## src/rtl/uart_tx_serializer.sv

```systemverilog
// UART transmit serializer: LSB-first frame of start, data, optional parity and stop bits, paced by BAUD_TICK.
// Optional parity bit is compiled in when the macro UART_TX_PARITY_EN is defined.
module uart_tx_serializer #(
    parameter int DATA_BITS  = 8,
    parameter int STOP_BITS  = 1,
    parameter int PARITY_ODD = 0
) (
    input  logic                 CLK,
    input  logic                 RST,
    input  logic                 BAUD_TICK,
    input  logic [DATA_BITS-1:0] TX_DATA,
    input  logic                 TX_VALID,
    output logic                 TX_READY,
    output logic                 TX,
    output logic                 BUSY,
    output logic                 TX_DONE
);

    if (DATA_BITS < 5 || DATA_BITS > 8) begin : g_bad_data_bits
        $error("DATA_BITS must be in 5..8");
    end
    if (STOP_BITS < 1 || STOP_BITS > 2) begin : g_bad_stop_bits
        $error("STOP_BITS must be 1 or 2");
    end
    if (PARITY_ODD < 0 || PARITY_ODD > 1) begin : g_bad_parity_odd
        $error("PARITY_ODD must be 0 or 1");
    end

    localparam logic [2:0] LAST_BIT  = 3'(DATA_BITS - 1);
    localparam logic       LAST_STOP = 1'(STOP_BITS - 1);

`ifdef UART_TX_PARITY_EN
    typedef enum logic [2:0] {
        S_IDLE, S_WAIT_TICK, S_START, S_DATA, S_PARITY, S_STOP
    } state_t;
`else
    typedef enum logic [2:0] {
        S_IDLE, S_WAIT_TICK, S_START, S_DATA, S_STOP
    } state_t;
`endif

    state_t               state_q, state_d;
    logic                 tx_q, tx_d;
    logic                 busy_q, busy_d;
    logic                 tx_done_q, tx_done_d;
    logic [DATA_BITS-1:0] shift_q, shift_d;
    logic [2:0]           bit_idx_q, bit_idx_d;
    logic                 stop_cnt_q, stop_cnt_d;
`ifdef UART_TX_PARITY_EN
    logic                 parity_q, parity_d;
`endif

    always_comb begin
        state_d    = state_q;
        tx_d       = tx_q;
        busy_d     = busy_q;
        tx_done_d  = 1'b0;
        shift_d    = shift_q;
        bit_idx_d  = bit_idx_q;
        stop_cnt_d = stop_cnt_q;
`ifdef UART_TX_PARITY_EN
        parity_d   = parity_q;
`endif
        case (state_q)
            S_IDLE: begin
                if (TX_VALID) begin
                    shift_d = TX_DATA;
                    busy_d  = 1'b1;
                    state_d = S_WAIT_TICK;
`ifdef UART_TX_PARITY_EN
                    // Parity captured from the accepted byte; the shifter destroys it later.
                    parity_d = (^TX_DATA) ^ (PARITY_ODD != 0);
`endif
                end
            end
            // A tick coinciding with acceptance is not seen here, so the start bit is a full period.
            S_WAIT_TICK: begin
                if (BAUD_TICK) begin
                    tx_d    = 1'b0;
                    state_d = S_START;
                end
            end
            S_START: begin
                if (BAUD_TICK) begin
                    tx_d      = shift_q[0];
                    shift_d   = shift_q >> 1;
                    bit_idx_d = 3'd0;
                    state_d   = S_DATA;
                end
            end
            S_DATA: begin
                if (BAUD_TICK) begin
                    if (bit_idx_q < LAST_BIT) begin
                        tx_d      = shift_q[0];
                        shift_d   = shift_q >> 1;
                        bit_idx_d = bit_idx_q + 3'd1;
                    end else begin
`ifdef UART_TX_PARITY_EN
                        tx_d    = parity_q;
                        state_d = S_PARITY;
`else
                        tx_d    = 1'b1;
                        state_d = S_STOP;
`endif
                    end
                end
            end
`ifdef UART_TX_PARITY_EN
            S_PARITY: begin
                if (BAUD_TICK) begin
                    tx_d    = 1'b1;
                    state_d = S_STOP;
                end
            end
`endif
            S_STOP: begin
                if (BAUD_TICK) begin
                    if (stop_cnt_q == LAST_STOP) begin
                        state_d    = S_IDLE;
                        busy_d     = 1'b0;
                        tx_done_d  = 1'b1;
                        stop_cnt_d = 1'b0;
                    end else begin
                        stop_cnt_d = stop_cnt_q + 1'b1;
                    end
                end
            end
            default: begin
                state_d = S_IDLE;
                tx_d    = 1'b1;
                busy_d  = 1'b0;
            end
        endcase
    end

    always_ff @(posedge CLK) begin
        if (RST) begin
            state_q    <= S_IDLE;
            tx_q       <= 1'b1;
            busy_q     <= 1'b0;
            tx_done_q  <= 1'b0;
            shift_q    <= '0;
            bit_idx_q  <= 3'd0;
            stop_cnt_q <= 1'b0;
`ifdef UART_TX_PARITY_EN
            parity_q   <= 1'b0;
`endif
        end else begin
            state_q    <= state_d;
            tx_q       <= tx_d;
            busy_q     <= busy_d;
            tx_done_q  <= tx_done_d;
            shift_q    <= shift_d;
            bit_idx_q  <= bit_idx_d;
            stop_cnt_q <= stop_cnt_d;
`ifdef UART_TX_PARITY_EN
            parity_q   <= parity_d;
`endif
        end
    end

    assign TX_READY = (state_q == S_IDLE);
    assign TX       = tx_q;
    assign BUSY     = busy_q;
    assign TX_DONE  = tx_done_q;

endmodule
```

## config.mk

```make
export PLATFORM = sky130hd
export DESIGN_NAME = uart_tx_serializer
export DESIGN_NICKNAME = d
export VERILOG_FILES = /design/src/rtl/uart_tx_serializer.sv
export SDC_FILE = /design/constraint.sdc
export NUM_CORES = 1
export LEC_CHECK = 0
export CAP_MARGIN = 20
export CORE_AREA = 2 2 58 60
export CTS_CLUSTER_DIAMETER = 50
export DETAILED_ROUTE_END_ITERATION = 16
export DIE_AREA = 0 0 60 62
export DONT_BUFFER_PORTS = 1
export PLACE_DENSITY_LB_ADDON = 0.15
export SLEW_MARGIN = 5
export SYNTH_ARGS = -nofsm -noshare
export SYNTH_HDL_FRONTEND = slang
export SYNTH_SLANG_ARGS = --single-unit
```

## constraint.sdc

```tcl
create_clock -name CLK -period 1.3 [get_ports CLK]
set_input_delay 0.26 -clock CLK [delete_from_list [all_inputs] [get_ports CLK]]
set_output_delay 0.26 -clock CLK [all_outputs]
set_load 0.03 [all_outputs]
```

Word-level counts from Yosys, hierarchy flattened
Cells that the tools add are included.
Widths: inputs -> output; s select.
- register bits after elaboration: 18
- word-level logic and storage cells: 66
- output and inout bits: 4
- input port bits: 12
- eq/ne operators: 12
- order comparisons: 1
- reductions and logical operators: 12
- $add $sub $neg: 2
- muxes and demuxes: 28
- bitwise gates (word level): 4
- operators by type and width (kind ; count):
    $mux 8 ; 4
    $mux 3 ; 10
    $pmux 8 s3 ; 1
    $ne 2x2->1 const B ; 8
    $pmux 3 s5 ; 1
    $reduce_and 4->1 ; 3
    $mux 1 ; 9
    $reduce_and 7->1 ; 1
    $eq 3x2->1 const B ; 2
    $pmux 3 s2 ; 1
    $reduce_or 3->1 ; 2
    $reduce_and 5->1 ; 1
    $not 1->1 ; 4
    $pmux 1 s4 ; 1
    $add 3x1->3 const B ; 1
    $eq 3x1->1 const B ; 1
    $eq 3x3->1 const B ; 1
    $logic_not 3->1 ; 1
    $lt 3x3->1 const B ; 1
    $pmux 1 s3 ; 1
    $reduce_bool 3->1 ; 1
    $reduce_and 2->1 ; 1
    $reduce_bool 2->1 ; 1
    $reduce_or 2->1 ; 1
    $add 1x1->1 const B ; 1

Logic depth before layout (Yosys ltp)
- depth in word-level cells: 4
- gate-level depth with buffers: 7
- mapped depth without buffers: 4

Least setup slack after synthesis
No wires, ideal clock.
- kind: flip-flop to flip-flop
- start: register state_q[2]
- end: register shift_q[0]
- data required time: 1221 ps
- arrival: 1432 ps
- slack: -212 ps
- clock period less this slack: 1512 ps
- buffers on the path: 2
- cell stages (with the launch flop): 7
- library setup time: 79 ps
- cell sequence: dfxtp_1 -> buf_2 -> nor3_4 -> a32o_2 -> buf_6 -> nor2_2 -> a211oi_2
- word-level cells in the longest chain between the ends: 3
- elaborated cells on any way between the ends: 10
- classes of those cells: 6 x eq/ne; 1 x mux; 3 x reduce/logical
- RTL lines (item ; line ; source):
    from (decl) ; 42 ; state_t state_q, state_d;
    from (signal assigned) ; 149 ; state_q <= state_d;
    $logic_not 3->1 * ; - ;
    via TX_READY ; 13 ; output logic TX_READY,
    $ne 2x2->1 (no source line) / $reduce_bool 3->1 (equally long branches) ; - ;
    $reduce_and 5->1 (no source line) ; - ;
    to (signal assigned) ; 153 ; shift_q <= shift_d;
    to (decl) ; 46 ; logic [DATA_BITS-1:0] shift_q, shift_d;
Mark *: on every way through the listed nets, which the timed path passes. The rest lies on a longest branch.
A chain may end at the register's enable or synchronous reset.

Worst setup path in the final report
- start: register state_q[0]
- end: register state_q[0]
- word-level cells in the longest chain between the ends: 3
- elaborated cells on any way between the ends: 14
- classes of those cells: 11 x eq/ne; 1 x mux; 2 x reduce/logical
- RTL lines (item ; line ; source):
    $eq 3x2->1, or another cell as far along ; 64 ; case (state_q)
    $ne 2x2->1 (no source line) ; - ;
    $reduce_and 7->1 (no source line) ; - ;
Parallel ways exist; a longest one is shown, timed or not.

==> summary.md <==
| Metric | Value |
|---|---|
| Cts bufs inserted | 3 |
| Clock network fraction of total power | about a fifth |
| Net Sw Frac | 34.3% |
| DRT iter0 DRCs | 24 |
| Maximum root-to-sink buffer count | 2 |
| Internal power | a little under 1 mW |
| Initial antenna violation count | 0 |
| Peak VDD IR | 0.479 mV |
| WL/cell | around 15 um |
| Pin count of the biggest net entering global routing | 15 |
| Sw Pwr | about 0.50 mW |
| Final setup TNS | -0.340 ns |
| Number of flops mapped to enable cells by yosys | 0 |
| Area used by multi-input combinational logic | 604 um2 |
| Pwr Total | 1.46 mW |
| Total clock sinks | 17 |
| DP Area | 1010 um2 |
| I/O pins | 16 |
| Fin crit share | 106% |
| Highest-count cells in the layout ignoring fill and taps | buf_4, dfxtp_1, nor2_4, a211oi_2 |
| Pleak | around 0.43 nW |
| Starting Density | around 28% |
| GRT Overall Usage | 14.9% |
| Root buf cell | clkbuf_4 |
| Max-cap violations | 0 |
| DRC | 0 |
| Share of cells above drive strength 1 | between 40% and 50% |
| Worst-margin pin slew | 0.436 ns |
| Area grow syn2layout | 37.4% |
| Sequential-to-total area share from yosys stat | ~38% |
| Via count | 775 |
| Crit end category | register |
| Worst hold-check slack | 0.0305 ns |
| Avg Inst Size Synth | 9.37 um2 |
| Async S/R FF share, synth | 0% |
| Overflow after GRT | 0 |
| Number of buffers added on ports | 0 |
| Final wirelength | between 2000 and 2500 um |
| Filler cells | between 300 and 400 |
| Startpoint Class | register |
| Failing checks | setup timing |
| Final cell count without fillers | 160 |
| Final Skew | approximately 0.0036 ns |
| Commonest non-fill, non-tap cell in the layout | buf_4 |
| Max Freq | 729 MHz |
| Vias per cell | around 4.8 |
| Gpl congestion | 0.808 |
| Post-synthesis register bit count | 17 |
| H-tree depth | 1 |
| Final instance area | ~1200 um2 |
| Max-slew violation count | 0 |
| Cell variety after synth | 33 |
| Worst slew margin | a little over two thirds |
| Number of global-route vias before repair | between 700 and 800 |
| Status | finished, violations left |
| Synth warn | 0 |
| RSZ-0062 raised after global routing | true |
| Hold violation count in the final report | 0 |
| Die height | 62 um |
| Layout Utilization | about two fifths |
| Min cycle time layout | between 1 and 1.5 ns |
| Comb pwr share | a little over a third |
| Setup WS post-layout | -0.0724 ns |
| CP peak stage delay | ~0.50 ns |
| CP max-delay cell | or4_1 |
| Chip width | 60 um |
| Crit path max fanout | 7 |
| Placed cells | about 150 |
| WP data required | roughly 1.5 ns |
| DP Worst Slack | -0.290 ns |
| Hpwl dp | approximately 1500 um |
| Kind of critical path | reg -> reg |
| Clk_lat worst skew | 0.29 ns |
| Mapped Area | approximately 900 um2 |
| TritonRoute pass-1 iters | 4 |
| Worst path cell trace | buf_6, nor2_4, a211oi_2, or4_1, a21oi_1 |
| Antenna diodes | 0 |
| Area of the core | 3180 um2 |
| Register area | 350 um2 |
| Pwr/cell area | 1180 nW/um2 |
| Post-route antenna net violation count | 0 |
| Global-route wire length before repair | 4050 um |
| Final #Nets | around 130 |
| Hold Path Class | in -> reg |
| CTS tree | built |
| Clk slew on worst S/H paths | about 0.10 ns |
| Core Rows | 21 |
| Die footprint | between 3000 and 4000 um2 |
| Dominant synthesized flop cell | dfxtp_1 |
| Critical Path AT | roughly 1.6 ns |
| Cell count after synthesis | 96 |
| Setup violators final | 11 |
| Syn nets | approximately 110 |
| Flop pwr share | between 40% and 50% |
layout make-up:
type | instances | share of cell area (%)
Tap cell | 46 | 4.66
Clock inverter | 1 | 0.405
Sequential cell | 17 | 28.3
Multi-Input combinational cell | 70 | 48.9
Clock buffer | 3 | 1.82
Timing Repair Buffer | 22 | 15.6
Inverter | 1 | 0.304
power groups by stage:
stage | Sequential [mW] | Clock (mW) | Combinational, mW
2_1_floorplan | 0.640 | 0 | 0.312
3_3_place_gp | 0.659 | 0 | 0.336
3_5_place_dp | 0.662 | 0 | 0.342
4_1_cts | 0.663 | 0.315 | 0.451
5_1_grt | 0.673 | 0.334 | 0.555
6_report | 0.664 | 0.289 | 0.511
registers in the layout, indices dropped and copies added (netlist names):
register   flops
BUSY           1
TX             1
TX_DONE        1
bit_idx_q      3
shift_q        8
state_q        3
path summary, 6_finish.rpt:
check	from	end	slack, ns	depth (start not counted)
setup / recovery	state_q[0]	state_q[0]	-0.07	5
hold / removal	RST	TX_DONE	0.03	1
setup reg to reg	state_q[0]	state_q[0]	-0.07	5
hold reg to reg	shift_q[7]	shift_q[7]	0.46	2
critical path: cells and delay by family, from the launching register on:
family,cells,cell delay [ns]
flops,1,0.39
simple gates,2,0.57
buf+inv,1,0.14
compound gates,2,0.21
synth_stat cells, types with 2 or more instances:
cell type / instances / area, um2
dfxtp_1: 17 / 340
a21oi_1: 7 / 35.0
nor2_1: 11 / 41.3
buf_6: 3 / 33.8
nand2_1: 6 / 22.5
clkbuf_1: 2 / 7.51
mux2i_1: 7 / 70.1
o21ai_0: 3 / 15.0
nand4_1: 3 / 18.8
nor2_2: 3 / 18.8
nand3_1: 4 / 20.0
a211oi_2: 7 / 87.6
buf_2: 3 / 15.0
per-layer routing:
| metal | wire length [um] | global-route usage [%] | up-vias |
|---|---|---|---|
| li1 | - | - | 391 |
| met1 | 1100 | 19.4 | 369 |
| met2 | 1220 | 24.1 | 15 |
| met3 | 119 | 5.80 | 0 |
| met4 | 0 | 1.90 | 0 |
| met5 | 0 | 0 | - |
logic make-up (layout without fill, tap and decap cells):
| logic type | after synthesis | count (layout) | synth area share [%] |
|---|---|---|---|
| mux | 8 | 8 | 9.04 |
| buf+inv | 10 | 27 | 7.51 |
| simple gates | 35 | 35 | 21.6 |
| fa+ha+maj | 1 | 1 | 1.39 |
| compound gates | 25 | 26 | 22.7 |
| flops | 17 | 17 | 37.8 |
repair_timing:
| action | in CTS | in global routing |
|---|---|---|
| pin swaps | 8 | 8 |
| cloned | 1 | 0 |
| gates resized for setup | 21 | 10 |
| endpoints found under the setup margin | 17 | 16 |
| buffers inserted | 4 | 3 |
| hold buffers | 1 | 1 |
| hold endpoints to repair | 5 | 9 |
Note: power is estimated with default switching activity, not from simulation.
